===== config.mk =====
export PLATFORM = sky130hd
export DESIGN_NAME = target_bbox_tracker
export DESIGN_NICKNAME = d
export VERILOG_FILES = /design/src/rtl/bbox_pkg.sv /design/src/rtl/bbox_axis_acc.sv /design/src/rtl/target_bbox_tracker.sv
export SDC_FILE = /design/constraint.sdc
export NUM_CORES = 1
export LEC_CHECK = 0
export BUFFER_PORTS_ARGS = -buffer_cell sky130_fd_sc_hd__buf_2
export CORE_MARGIN = 2
export CORE_UTILIZATION = 57
export DETAILED_ROUTE_END_ITERATION = 10
export PLACE_DENSITY = 0.82
export SLEW_MARGIN = 20
export SYNTH_ARGS = -nofsm -noshare
export SYNTH_HDL_FRONTEND = slang
export SYNTH_SLANG_ARGS = --single-unit
export TNS_END_PERCENT = 50

===== constraint.sdc =====
create_clock -name clk -period 2.3 [get_ports clk]
set_input_delay 0.23 -clock clk [delete_from_list [all_inputs] [get_ports clk]]
set_output_delay 0.23 -clock clk [all_outputs]
set_load 0.05 [all_outputs]

===== src/rtl/bbox_pkg.sv =====
// Shared types and constants for the per-frame bounding-box tracker.
// Holds the coordinate width, the FSM state type and the smoothing average helper.
package bbox_pkg;

  localparam int COORD_W = 12;

  typedef enum logic [0:0] {
    WAIT = 1'b0,
    ACC  = 1'b1
  } state_t;

  localparam logic [COORD_W-1:0] COORD_MAX  = {COORD_W{1'b1}};
  localparam logic [COORD_W-1:0] COORD_ZERO = {COORD_W{1'b0}};

  // Mean of two coordinates; the carry bit keeps the sum exact before the shift.
  function automatic logic [COORD_W-1:0] coord_avg(input logic [COORD_W-1:0] a,
                                                   input logic [COORD_W-1:0] b);
    logic [COORD_W:0] sum;
    sum = {1'b0, a} + {1'b0, b};
    return sum[COORD_W:1];
  endfunction

endpackage


===== src/rtl/bbox_axis_acc.sv =====
// One-axis min/max accumulator for the bounding-box tracker.
// A clear together with an update seeds the new frame with that coordinate.
import bbox_pkg::*;

module bbox_axis_acc (
  input  logic               clk,
  input  logic               rst,
  input  logic               clear,
  input  logic               upd,
  input  logic [COORD_W-1:0] coord,
  output logic [COORD_W-1:0] min,
  output logic [COORD_W-1:0] max
);

  // Min/max registers; equal coordinates never change the stored extreme.
  always_ff @(posedge clk) begin
    if (rst) begin
      min <= COORD_MAX;
      max <= COORD_ZERO;
    end else if (clear) begin
      min <= upd ? coord : COORD_MAX;
      max <= upd ? coord : COORD_ZERO;
    end else if (upd) begin
      if (coord < min) begin
        min <= coord;
      end
      if (coord > max) begin
        max <= coord;
      end
    end
  end

endmodule


===== src/rtl/target_bbox_tracker.sv =====
// Per-frame bounding box of edge pixels inside a region of interest, published at each vsync.
// Optional macro BBOX_SMOOTH_EN averages consecutive valid boxes instead of loading them directly.
import bbox_pkg::*;

module target_bbox_tracker #(
  parameter int CNT_W   = 20,
  parameter int MIN_PIX = 64,
  parameter int ROI_X0  = 0,
  parameter int ROI_X1  = 639,
  parameter int ROI_Y0  = 64,
  parameter int ROI_Y1  = 479,
  parameter bit VS_POL  = 1'b1
) (
  input  logic               clk,
  input  logic               rst,
  input  logic               vsync,
  input  logic               pix_valid,
  input  logic               pix_bit,
  input  logic [COORD_W-1:0] pix_x,
  input  logic [COORD_W-1:0] pix_y,
  output logic [COORD_W-1:0] x_min,
  output logic [COORD_W-1:0] x_max,
  output logic [COORD_W-1:0] y_min,
  output logic [COORD_W-1:0] y_max,
  output logic               bbox_valid,
  output logic [CNT_W-1:0]   pix_count,
  output logic               frame_done
);

  localparam logic [CNT_W-1:0] CNT_MAX = {CNT_W{1'b1}};
  localparam logic [CNT_W-1:0] CNT_MIN = CNT_W'(MIN_PIX);

  logic               vsync_d_r;
  logic               boundary_s;
  logic               qual_s;
  logic               publish_s;
  state_t             state_r;
  state_t             state_nxt_s;
  logic [CNT_W-1:0]   cnt_r;
  logic [COORD_W-1:0] acc_x_min_s, acc_x_max_s, acc_y_min_s, acc_y_max_s;
  logic [COORD_W-1:0] nxt_x_min_s, nxt_x_max_s, nxt_y_min_s, nxt_y_max_s;

  assign boundary_s = (vsync == VS_POL) && (vsync_d_r != VS_POL);
  assign publish_s  = (state_r == ACC) && boundary_s;
  assign qual_s     = pix_valid && pix_bit &&
                      (int'(pix_x) >= ROI_X0) && (int'(pix_x) <= ROI_X1) &&
                      (int'(pix_y) >= ROI_Y0) && (int'(pix_y) <= ROI_Y1);

  // vsync delay; reset to the active level so a vsync already asserted is not an edge.
  always_ff @(posedge clk) begin
    if (rst) begin
      vsync_d_r <= VS_POL;
    end else begin
      vsync_d_r <= vsync;
    end
  end

  // FSM state register.
  always_ff @(posedge clk) begin
    if (rst) begin
      state_r <= WAIT;
    end else begin
      state_r <= state_nxt_s;
    end
  end

  // Next state: the first boundary only arms publishing, discarding the partial frame.
  always_comb begin
    state_nxt_s = state_r;
    case (state_r)
      WAIT: begin
        if (boundary_s) begin
          state_nxt_s = ACC;
        end else begin
          state_nxt_s = WAIT;
        end
      end
      ACC:     state_nxt_s = ACC;
      default: state_nxt_s = WAIT;
    endcase
  end

  // Saturating set-pixel counter; a boundary-cycle pixel seeds the new frame.
  always_ff @(posedge clk) begin
    if (rst) begin
      cnt_r <= {CNT_W{1'b0}};
    end else if (boundary_s) begin
      cnt_r <= qual_s ? {{(CNT_W-1){1'b0}}, 1'b1} : {CNT_W{1'b0}};
    end else if (qual_s && (cnt_r != CNT_MAX)) begin
      cnt_r <= cnt_r + {{(CNT_W-1){1'b0}}, 1'b1};
    end
  end

  bbox_axis_acc u_acc_x (
    .clk   (clk),
    .rst   (rst),
    .clear (boundary_s),
    .upd   (qual_s),
    .coord (pix_x),
    .min   (acc_x_min_s),
    .max   (acc_x_max_s)
  );

  bbox_axis_acc u_acc_y (
    .clk   (clk),
    .rst   (rst),
    .clear (boundary_s),
    .upd   (qual_s),
    .coord (pix_y),
    .min   (acc_y_min_s),
    .max   (acc_y_max_s)
  );

  // Box value to load on a valid publish: direct, or averaged with a previously valid box.
  always_comb begin
    nxt_x_min_s = acc_x_min_s;
    nxt_x_max_s = acc_x_max_s;
    nxt_y_min_s = acc_y_min_s;
    nxt_y_max_s = acc_y_max_s;
`ifdef BBOX_SMOOTH_EN
    if (bbox_valid) begin
      nxt_x_min_s = coord_avg(x_min, acc_x_min_s);
      nxt_x_max_s = coord_avg(x_max, acc_x_max_s);
      nxt_y_min_s = coord_avg(y_min, acc_y_min_s);
      nxt_y_max_s = coord_avg(y_max, acc_y_max_s);
    end else begin
      nxt_x_min_s = acc_x_min_s;
      nxt_x_max_s = acc_x_max_s;
      nxt_y_min_s = acc_y_min_s;
      nxt_y_max_s = acc_y_max_s;
    end
`endif
  end

  // Published outputs; under-populated frames keep the previous box but clear bbox_valid.
  always_ff @(posedge clk) begin
    if (rst) begin
      x_min      <= COORD_ZERO;
      x_max      <= COORD_ZERO;
      y_min      <= COORD_ZERO;
      y_max      <= COORD_ZERO;
      bbox_valid <= 1'b0;
      pix_count  <= {CNT_W{1'b0}};
      frame_done <= 1'b0;
    end else if (publish_s) begin
      frame_done <= 1'b1;
      pix_count  <= cnt_r;
      if (cnt_r >= CNT_MIN) begin
        x_min      <= nxt_x_min_s;
        x_max      <= nxt_x_max_s;
        y_min      <= nxt_y_min_s;
        y_max      <= nxt_y_max_s;
        bbox_valid <= 1'b1;
      end else begin
        bbox_valid <= 1'b0;
      end
    end else begin
      frame_done <= 1'b0;
    end
  end

endmodule

==> run summary <==
=========================================================================================
Area occupied by multi-input gates                                            0.00331 mm²
Core area                                                                      0.0109 mm²
EDFF count, synth                                                                       0
Post-synth top cells                                                         nand2_1 (154), dfxtp_1 (140), a21oi_1 (83), inv_1 (49)
Largest registers                                                            cnt_r: 20 flops, pix_count: 20 flops
Chip height                                                                        110 µm
Initial core utilization                                                            58.9%
Routed wire per std cell                                                          15.8 µm
Status                                                                       complete, no violations
Commonest register cell after synthesis                                           dfxtp_1
NumNets Final                                                                         942
Static power due to leakage                                                       3.42 nW
Synthesized instance count                                                            753
Number of DRC violations after detailed routing                                         0
Post-CTS Setup Repair Bufs                                                              0
Bufs and invs on worst path                                                             3
Tmin final                                                                        2.22 ns
Maximum number of pins on one net before global-route repair                           70
Critical-path top delay cell                                                 dlygate4sd3_1
Cell breakdown of the critical path                                          dlygate4sd3_1 > buf_2 > ha_1 > a211oi_2 > nor2_1 > or4_1 > a22oi_2 > buf_12 > nor3b_2 > o21bai_1
Area fraction of the dominant cell type after synthesis                             43.7%
Ratio of cells with drive above 1 in the final layout                               20.9%
Remaining antenna violation count                                                       0
Max-slew violation total from the final report                                          0
Placer congestion estimate                                                          0.878
First-iteration detailed-routing DRC count                                            384
Number of buffer cells added on primary ports                                          98
Total routing usage reported by global routing                                      27.7%
GRT busiest layer                                                                    met2
Family with the most delay on the worst path                                 buffers and inverters
Area growth from synthesis to layout                                                23.3%
Delay contributed by the slowest stage of the critical path                       0.52 ns
Ratio of routed vias to standard cells                                               5.65
TritonCTS clock tree                                                                built
Tightest Pin Transition                                                          0.774 ns
Full die area                                                                  0.0121 mm²
Proportion of register bits with asynchronous set or reset after synthesis             0%
Sequential area share after synthesis                                               43.7%
Peak fanout along the critical path                                                    17
Clock root buffer                                                                clkbuf_8
CP Launch Type                                                               primary input
Path type of the worst min-delay path                                           in -> reg
Total design power                                                                5.50 mW
Share of the cycle needed by the critical path after routing                        96.5%
Total number of yosys warnings                                                          0
Worst Clk Skew                                                                 0.00526 ns
Die outline width                                                                  110 µm
Final hold viol count                                                                   0
Area used by sequential logic in the layout                                   0.00280 mm²
GRT overflow                                                                            0
Mapped cell area                                                              0.00641 mm²
Clock slew at reported path FFs                                                   0.06 ns
Max-cap violation count                                                                 0
Fraction of met3 tracks used by global routing                                      8.00%
Via count                                                                            5742
Number of clock sinks                                                                 140
Maximum vdd drop                                                                 0.625 mV
# H-tree levels                                                                         4
Standard-cell row count                                                                38
Worst rel slew slack                                                                48.3%
Total wire length                                                                16000 µm
Crit path arrival time                                                            2.64 ns
Top cell type by total area after synthesis                                       dfxtp_1
Antenna diode instance count                                                            0
Iteration count of the initial detailed-routing pass                                    5
Vias in the first global route                                                       5461
Number of buffers created by CTS                                                       17
Summed negative setup slack over all endpoints                                       0 ns
Peak Freq                                                                         451 MHz
Global Route met2 Usage                                                             46.2%
Clock latency on the worst-skew pair                                              0.53 ns
Global-route wire length before repair                                           25700 µm
Critical path class                                                             in -> reg
Distinct cells, synth                                                                  48
Final count of negative-setup-slack endpoints                                           0
Crit end category                                                               flip-flop
HPWL after detailed placement                                                    10900 µm
Power per Cell Area                                                            696 mW/mm²
Number of antenna violations at the first check in global routing                       1
Nets in the synthesized netlist                                                       830
Post-synthesis register bit count                                                     140
Fillers                                                                               810
Most used standard cell by instance count after synthesis                         nand2_1
Average footprint of a synthesized cell                                          8.52 µm²
Area contributors post-synth                                                 dfxtp_1 (44%), ha_1 (9.4%), nand2_1 (9.0%), a21oi_1 (6.5%), inv_1 (2.9%)
Worst endpoint required time                                                      2.72 ns
Bufs on Longest Clock Path                                                              2
I/O pins                                                                               99
GRT met1 Usage                                                                      33.7%
=========================================================================================
==> final timing paths <==
check / startpoint / endpoint / slack (ns) / cells after the start
worst min register to register: y_max[8] / y_max[8] / 0.45 / 2
worst min-delay path: pix_y[2] / u_acc_y.max[2] / 0.03 / 2
worst max register to register: u_acc_x.max[10] / u_acc_x.max[2] / 0.11 / 9
worst max-delay path: pix_x[9] / u_acc_x.min[6] / 0.08 / 10
==> cells in the final DEF (no fill, tap or decap), types with 5 or more instances in the layout <==
| master | synthesis | layout |
|---|---|---|
| a21o_1 | 6 | 6 |
| a21oi_1 | 83 | 83 |
| a22o_1 | 19 | 19 |
| and2_1 | 9 | 9 |
| and4_1 | 5 | 5 |
| buf_12 | 0 | 5 |
| buf_2 | 6 | 98 |
| buf_4 | 2 | 19 |
| clkbuf_16 | 0 | 16 |
| dfxtp_1 | 140 | 139 |
| dlygate4sd3_1 | 0 | 10 |
| ha_1 | 48 | 48 |
| inv_1 | 49 | 49 |
| nand2_1 | 154 | 154 |
| nand2b_1 | 7 | 7 |
| nand3_1 | 7 | 7 |
| nand4_1 | 13 | 13 |
| nor2_1 | 48 | 48 |
| nor3b_2 | 11 | 19 |
| o211ai_1 | 6 | 6 |
| o21ai_0 | 11 | 10 |
| o21bai_1 | 19 | 19 |
| xor2_1 | 9 | 9 |
==> area by class of cell <==
cell class	count	share of cell area, %
clock inverter	12	2.17
timing repair buffer	132	10.5
inverter	49	2.33
multi-input combinational	525	41.8
sequential	140	35.5
tap	140	2.22
clock buffer	19	5.46
==> power breakdown <==
part           leakage, nW  switching, mW  internal (mW)  total, mW
clock                0.289           1.01           1.78       2.79
combinational         2.00          0.166          0.114      0.280
sequential            1.13        0.00264           2.43       2.43
==> logic make-up (layout without fill, tap and decap cells) <==
family / count (synthesis) / count (layout) / synth area share (%)
xor+xnor: 13 / 13 / 1.78
flops: 140 / 140 / 43.7
simple gates: 291 / 291 / 22.0
compound gates: 170 / 170 / 16.9
mux: 3 / 3 / 0.468
fa+ha+maj: 48 / 48 / 9.36
buf+inv: 88 / 212 / 5.74
==> metrics by stage <==
stage,cells,instance area [µm²],hold slack [ns],setup WS [ns],util [%]
after detailed placement,976,7140,0.443,0.0830,65.6
after CTS,1017,7840,0.000933,0.0481,72.0
after global routing,1017,7910,0.0132,-0.0143,72.6
after floorplan,753,6410,0.337,0.294,-
after global placement,976,7140,0.439,0.172,65.6
final,1017,7910,0.0308,0.0809,72.6
==> per-layer routing <==
metal	vias up	wire length, µm
li1	2800	-
met1	2712	6770
met2	186	7770
met3	42	1100
met4	2	371
met5	-	11
==> what timing repair did <==
action | in CTS | in global routing
hold buffers | 10 | 0
endpoints found under the setup margin | 0 | 29
resized for setup | 0 | 15
endpoints found under the hold margin | 11 | 0
No activity file was read; power rests on OpenSTA's default activity.
